==> config.mk <==
export PLATFORM = sky130hd
export DESIGN_NAME = fb_scan_ctrl
export DESIGN_NICKNAME = d
export VERILOG_FILES = /design/src/rtl/fb_scan_ctrl.sv
export SDC_FILE = /design/constraint.sdc
export NUM_CORES = 1
export LEC_CHECK = 0
export CAP_MARGIN = 20
export CORE_MARGIN = 3
export CORE_UTILIZATION = 46
export DETAILED_ROUTE_END_ITERATION = 16
export DONT_BUFFER_PORTS = 1
export PLACE_DENSITY = 0.72
export SYNTH_ARGS = -nofsm -noshare
export SYNTH_HDL_FRONTEND = slang
export SYNTH_SLANG_ARGS = --single-unit
==> constraint.sdc <==
create_clock -name clk -period 7.1 [get_ports clk]
set_input_delay 1.065 -clock clk [delete_from_list [all_inputs] [get_ports clk]]
set_output_delay 1.065 -clock clk [all_outputs]
set_load 0.03 [all_outputs]
==> src/rtl/fb_scan_ctrl.sv <==
// BCM scan controller: fetches each {row,plane} word, shifts it out MSB first, latches, then dwells.
// Define ROW_BLANK_EN to insert an oe-off BLANK gap whenever the row advances.
module fb_scan_ctrl #(
  parameter int ROWS       = 16,
  parameter int PLANES     = 8,
  parameter int SCLK_HALF  = 1,
  parameter int DWELL_BASE = 32,
  parameter int BLANK_CYC  = 4
) (
  input  logic        clk,
  input  logic        reset,
  input  logic        enable,
  output logic [6:0]  rd_addr,
  input  logic [63:0] rd_data,
  output logic        sdo,
  output logic        sclk,
  output logic        slatch,
  output logic        oe_n,
  output logic [3:0]  row_sel,
  output logic        frame_sync
);

  localparam logic [2:0] S_IDLE  = 3'd0;
  localparam logic [2:0] S_FETCH = 3'd1;
  localparam logic [2:0] S_LOAD  = 3'd2;
  localparam logic [2:0] S_SHIFT = 3'd3;
  localparam logic [2:0] S_LATCH = 3'd4;
  localparam logic [2:0] S_DWELL = 3'd5;
  localparam logic [2:0] S_NEXT  = 3'd6;
  localparam logic [2:0] S_BLANK = 3'd7;

  localparam int DWELL_MAX = DWELL_BASE << (PLANES - 1);
  localparam int CW = $clog2(((DWELL_MAX > BLANK_CYC) ? DWELL_MAX : BLANK_CYC) + 1);
  localparam int HW = (SCLK_HALF > 1) ? $clog2(SCLK_HALF) : 1;

  localparam logic [3:0]    ROW_LAST   = 4'(ROWS - 1);
  localparam logic [2:0]    PLANE_LAST = 3'(PLANES - 1);
  localparam logic [HW-1:0] HALF_LAST  = HW'(SCLK_HALF - 1);
  localparam logic [CW-1:0] BLANK_LAST = CW'(BLANK_CYC - 1);

  logic [2:0]    state_q, state_d;
  logic [3:0]    row_q, row_d;
  logic [2:0]    plane_q, plane_d;
  logic [3:0]    row_sel_q, row_sel_d;
  logic [63:0]   shreg_q, shreg_d;
  logic [5:0]    bit_q, bit_d;
  logic [HW-1:0] half_q, half_d;
  logic          sclk_q, sclk_d;
  logic [CW-1:0] cnt_q, cnt_d;

  logic [CW-1:0] dwell_last;
  logic          plane_wrap;

  assign dwell_last = (CW'(DWELL_BASE) << plane_q) - CW'(1);
  assign plane_wrap = (plane_q == PLANE_LAST);

  always_comb begin
    state_d   = state_q;
    row_d     = row_q;
    plane_d   = plane_q;
    row_sel_d = row_sel_q;
    shreg_d   = shreg_q;
    bit_d     = bit_q;
    half_d    = half_q;
    sclk_d    = sclk_q;
    cnt_d     = cnt_q;
    case (state_q)
      S_IDLE:  if (enable) state_d = S_FETCH;
      S_FETCH: state_d = S_LOAD;
      S_LOAD: begin
        shreg_d = rd_data;
        bit_d   = '0;
        half_d  = '0;
        sclk_d  = 1'b0;
        state_d = S_SHIFT;
      end
      S_SHIFT: begin
        // Each sclk half lasts SCLK_HALF clks; data moves on the falling half boundary.
        if (half_q == HALF_LAST) begin
          half_d = '0;
          sclk_d = ~sclk_q;
          if (sclk_q) begin
            shreg_d = {shreg_q[62:0], 1'b0};
            bit_d   = bit_q + 6'd1;
            if (bit_q == 6'd63) begin
              bit_d     = '0;
              row_sel_d = row_q;
              state_d   = S_LATCH;
            end
          end
        end else begin
          half_d = half_q + HW'(1);
        end
      end
      S_LATCH: begin
        cnt_d   = '0;
        state_d = S_DWELL;
      end
      S_DWELL: begin
        if (cnt_q == dwell_last) begin
          cnt_d   = '0;
          state_d = S_NEXT;
        end else begin
          cnt_d = cnt_q + CW'(1);
        end
      end
      S_NEXT: begin
        plane_d = plane_wrap ? 3'd0 : plane_q + 3'd1;
        if (plane_wrap) row_d = (row_q == ROW_LAST) ? 4'd0 : row_q + 4'd1;
`ifdef ROW_BLANK_EN
        if (plane_wrap) begin
          cnt_d   = '0;
          state_d = S_BLANK;
        end else begin
          state_d = enable ? S_FETCH : S_IDLE;
        end
`else
        state_d = enable ? S_FETCH : S_IDLE;
`endif
      end
      S_BLANK: begin
        if (cnt_q == BLANK_LAST) begin
          cnt_d   = '0;
          state_d = enable ? S_FETCH : S_IDLE;
        end else begin
          cnt_d = cnt_q + CW'(1);
        end
      end
      default: state_d = S_IDLE;
    endcase
  end

  always_ff @(posedge clk) begin
    if (reset) begin
      state_q   <= S_IDLE;
      row_q     <= '0;
      plane_q   <= '0;
      row_sel_q <= '0;
      shreg_q   <= '0;
      bit_q     <= '0;
      half_q    <= '0;
      sclk_q    <= 1'b0;
      cnt_q     <= '0;
    end else begin
      state_q   <= state_d;
      row_q     <= row_d;
      plane_q   <= plane_d;
      row_sel_q <= row_sel_d;
      shreg_q   <= shreg_d;
      bit_q     <= bit_d;
      half_q    <= half_d;
      sclk_q    <= sclk_d;
      cnt_q     <= cnt_d;
    end
  end

  assign rd_addr    = {row_q, plane_q};
  assign sdo        = (state_q == S_SHIFT) & shreg_q[63];
  assign sclk       = sclk_q;
  assign slatch     = (state_q == S_LATCH);
  assign oe_n       = (state_q != S_DWELL);
  assign row_sel    = row_sel_q;
  assign frame_sync = (state_q == S_NEXT) & plane_wrap & (row_q == ROW_LAST);

endmodule

==> summary.txt <==
Synth
  • Synth warn: 0
  • Post-synthesis sequential area ratio: 39.54%
  • Unique masters post-synth: between 50 and 60
  • EDFF count, synth: 0
  • Mapped Avg Cell Area: approximately 8 um^2
  • Mapped Area: ~0.005 mm^2
  • Most frequent cell after synthesis: nand2_1
  • Synth top area cells: dfxtp_1 (40%), a311oi_1 (11%), nand2_1 (8.5%)
  • Post-Syn Instances: ~640
  • Net count after synthesis: roughly 710
  • Most used DFF post-synth: dfxtp_1
  • Post-synth top area cell: dfxtp_1
  • Async SR Flop Fraction: 0%
  • Synth cell count leaders: nand2_1 (112), dfxtp_1 (98), nor2_1 (94)
  • Number of synthesized register bits: 98
  • Synth top area share: between 30 and 40%

Setup path
  • Register-to-register setup slack: ~3.5 ns
  • Arr. time, crit path: ~3.8 ns
  • Critical Path End Type: register
  • Reg-to-reg endpoint: cnt_q[5]
  • Type of the worst setup path: reg -> reg
  • Reg-to-Reg Start: plane_q[0]
  • CP endpoint: cnt_q[5]
  • Reg2reg path depth: 10
  • CP Launch Point: plane_q[0]
  • CP startpoint kind: register
  • CP Max Fanout: 11
  • Crit path required time: 7.32 ns

CTS
  • Clk pin slew, worst setup/hold paths: about 0.09 ns
  • Clk buf depth: 2
  • Worst-Skew Late Latency: 0.37 ns
  • Cts bufs inserted: 9
  • CTS sink count: 98
  • CTS root buf: clkbuf_8
  • H-tree depth: 3
  • TritonCTS clock tree: done
  • CTS-repair resized insts: 0
  • Setup Buffers After CTS: 0
  • Post-CTS Hold Buffers: 0

Floorplan
  • Die Width: between 100 and 150 um
  • Core Area: 0.01042 mm^2
  • Initial core utilization: a little under half
  • Die height: approximately 110 um
  • Die area: approximately 0.012 mm^2
  • Io pins: just over 80
  • Row cnt: 37

STA
  • Final setup violating endpoints: 0
  • Final Skew: between 0.015 and 0.02 ns
  • Pins Over Slew Limit: 0
  • RSZ-0062 raised after global routing: no
  • Final period utilization: about 51%
  • Total negative setup slack: 0 ns
  • Slew margin rel.: 39.48%
  • Fmax: between 200 and 300 MHz
  • Min cycle time layout: about 3.6 ns
  • Worst slew pin tran: around 0.9 ns
  • Post-route setup slack: roughly 3.5 ns
  • Hold Fails Final Rpt: 0

Final layout
  • # diodes: 0
  • Layout cells sized above 1: under 10%
  • # fillers: between 1000 and 1500
  • Final net count: around 680
  • Syn-to-layout area delta: 3.858%

Placed design
  • Place WS: approximately 3.5 ns
  • # port buffers: 0
  • GPL Wtd Cong: around 0.84
  • Detailed Place HPWL: about 7300 um

GRT
  • Largest net degree at the start of global routing: between 100 and 150
  • Vias in the first global route: 3815
  • First-pass GRT wire length: about 18000 um
  • GR Util All Layers: 18.48%
  • Total grt overflow: 0
  • Antenna violations before repair: 0

Routing
  • Initial DRT Pass Iterations: 5
  • WL per Instance: between 15 and 20 um
  • Vias per inst: about 6
  • Post-DRT Antenna Nets: 0
  • DRT iter0 DRCs: between 300 and 400
  • Via Count: approximately 4400
  • Final WL: 11390 um
  • Drt drc: 0

Run status
  • Outcome: finished, final reports clean

Hold path
  • Hold Crit Start: bit_q[1]
  • Worst min-delay path class: reg -> reg

Pwr
  • Power Density: 233.1 mW/mm^2
  • Pleak: between 0.0015 and 0.002 uW
  • PnR Total Power: ~1200 uW
  • Peak supply drop: 0.1564 mV

Job
  • Max-cap violations: 0
[placed cells by master, fill, tap and decap left out, drive strengths merged, types with 2 or more instances in the layout]
master / Yosys / layout
nor2b: 2 / 2
o211ai: 10 / 10
xnor2: 8 / 8
o21bai: 2 / 2
o22ai: 8 / 8
buf: 18 / 5
a211oi: 2 / 2
nand2: 112 / 112
dfxtp: 98 / 98
nor3: 5 / 5
nor2: 94 / 94
clkinv: 0 / 2
nor4b: 3 / 3
nand4: 5 / 5
a311oi: 64 / 64
o32ai: 3 / 3
a21oi: 16 / 16
nand3: 73 / 73
inv: 10 / 13
xor2: 5 / 5
clkbuf: 36 / 10
o21ai: 19 / 19
and3: 6 / 6
or3: 3 / 3
or4b: 2 / 2
nor4: 6 / 6
o31ai: 2 / 2
ha: 10 / 10
[cells by family after synthesis]
| family | Yosys count | synth area share (%) |
|---|---|---|
| AO/OA/AOI/OAI | 134 | 20.78 |
| XOR/XNOR | 13 | 2.295 |
| adder cells (fa/ha/maj) | 10 | 2.521 |
| buffers and inverters | 64 | 6.102 |
| flip-flops | 98 | 39.54 |
| AND/OR/NAND/NOR | 317 | 28.77 |
[cell type report]
type / count / area, um^2 / share of cell area [%]
timing repair buffer: 5 / 70.07 / 1.360
inverter: 10 / 37.54 / 0.7283
clock buffer: 10 / 127.6 / 2.476
clock inverter: 6 / 70.07 / 1.360
sequential: 98 / 1963 / 38.09
multi-input combinational: 474 / 2715 / 52.68
tap: 136 / 170.2 / 3.302
[state kept, by name, indices dropped and copies added, names as in the netlist]
signal,count
bit_q,6
state_q,3
sclk,1
plane_q,3
row_sel,4
row_q,4
cnt_q,13
shreg_q,64
[per-stage QoR]
| step | cell area [um^2] | hold WS (ns) | std cells | util, % |
|---|---|---|---|---|
| after global placement | 4908 | 0.4678 | 721 | 47.12 |
| final | 5154 | 0.4892 | 739 | 49.48 |
| after global routing | 5154 | 0.5022 | 739 | 49.48 |
| after CTS | 5106 | 0.4930 | 737 | 49.02 |
| after detailed placement | 4908 | 0.4775 | 721 | 47.12 |
| after floorplan | 4962 | 0.4463 | 636 | - |
[critical path: stages, from the launching register on]
cell	delay, ns
dfxtp_1	0.60
inv_1	0.15
ha_1	0.35
nand2_1	0.12
ha_1	0.22
or4b_1	0.46
o211ai_2	0.08
xnor2_1	0.14
o211ai_2	0.27
o31ai_2	0.87
o22ai_1	0.20
[where the power goes]
part           switching, uW  internal (uW)
clock network            202            167
registers               30.1            604
logic                    129           68.7
[routing by layer]
metal | up-vias | wire (um) | GRT usage (%)
met3 | 7 | 658 | 4.110
li1 | 2220 | - | -
met5 | - | 0 | 0
met4 | 0 | 94 | 6.055
met2 | 113 | 5233 | 27.90
met1 | 2068 | 5408 | 26.05
[worst min-delay path by stage]
| stage | end | slack [ns] | cells after the start |
|---|---|---|---|
| 6_report | bit_q[1] | 0.49 | 2 |
| 5_1_grt | shreg_q[63] | 0.50 | 2 |
| 4_1_cts | shreg_q[63] | 0.49 | 2 |
| 3_5_place_dp | shreg_q[63] | 0.48 | 2 |
| 3_3_place_gp | shreg_q[0] | 0.47 | 2 |
| 2_1_floorplan | cnt_q[12] | 0.45 | 1 |
No activity file was read; power rests on OpenSTA's default activity.
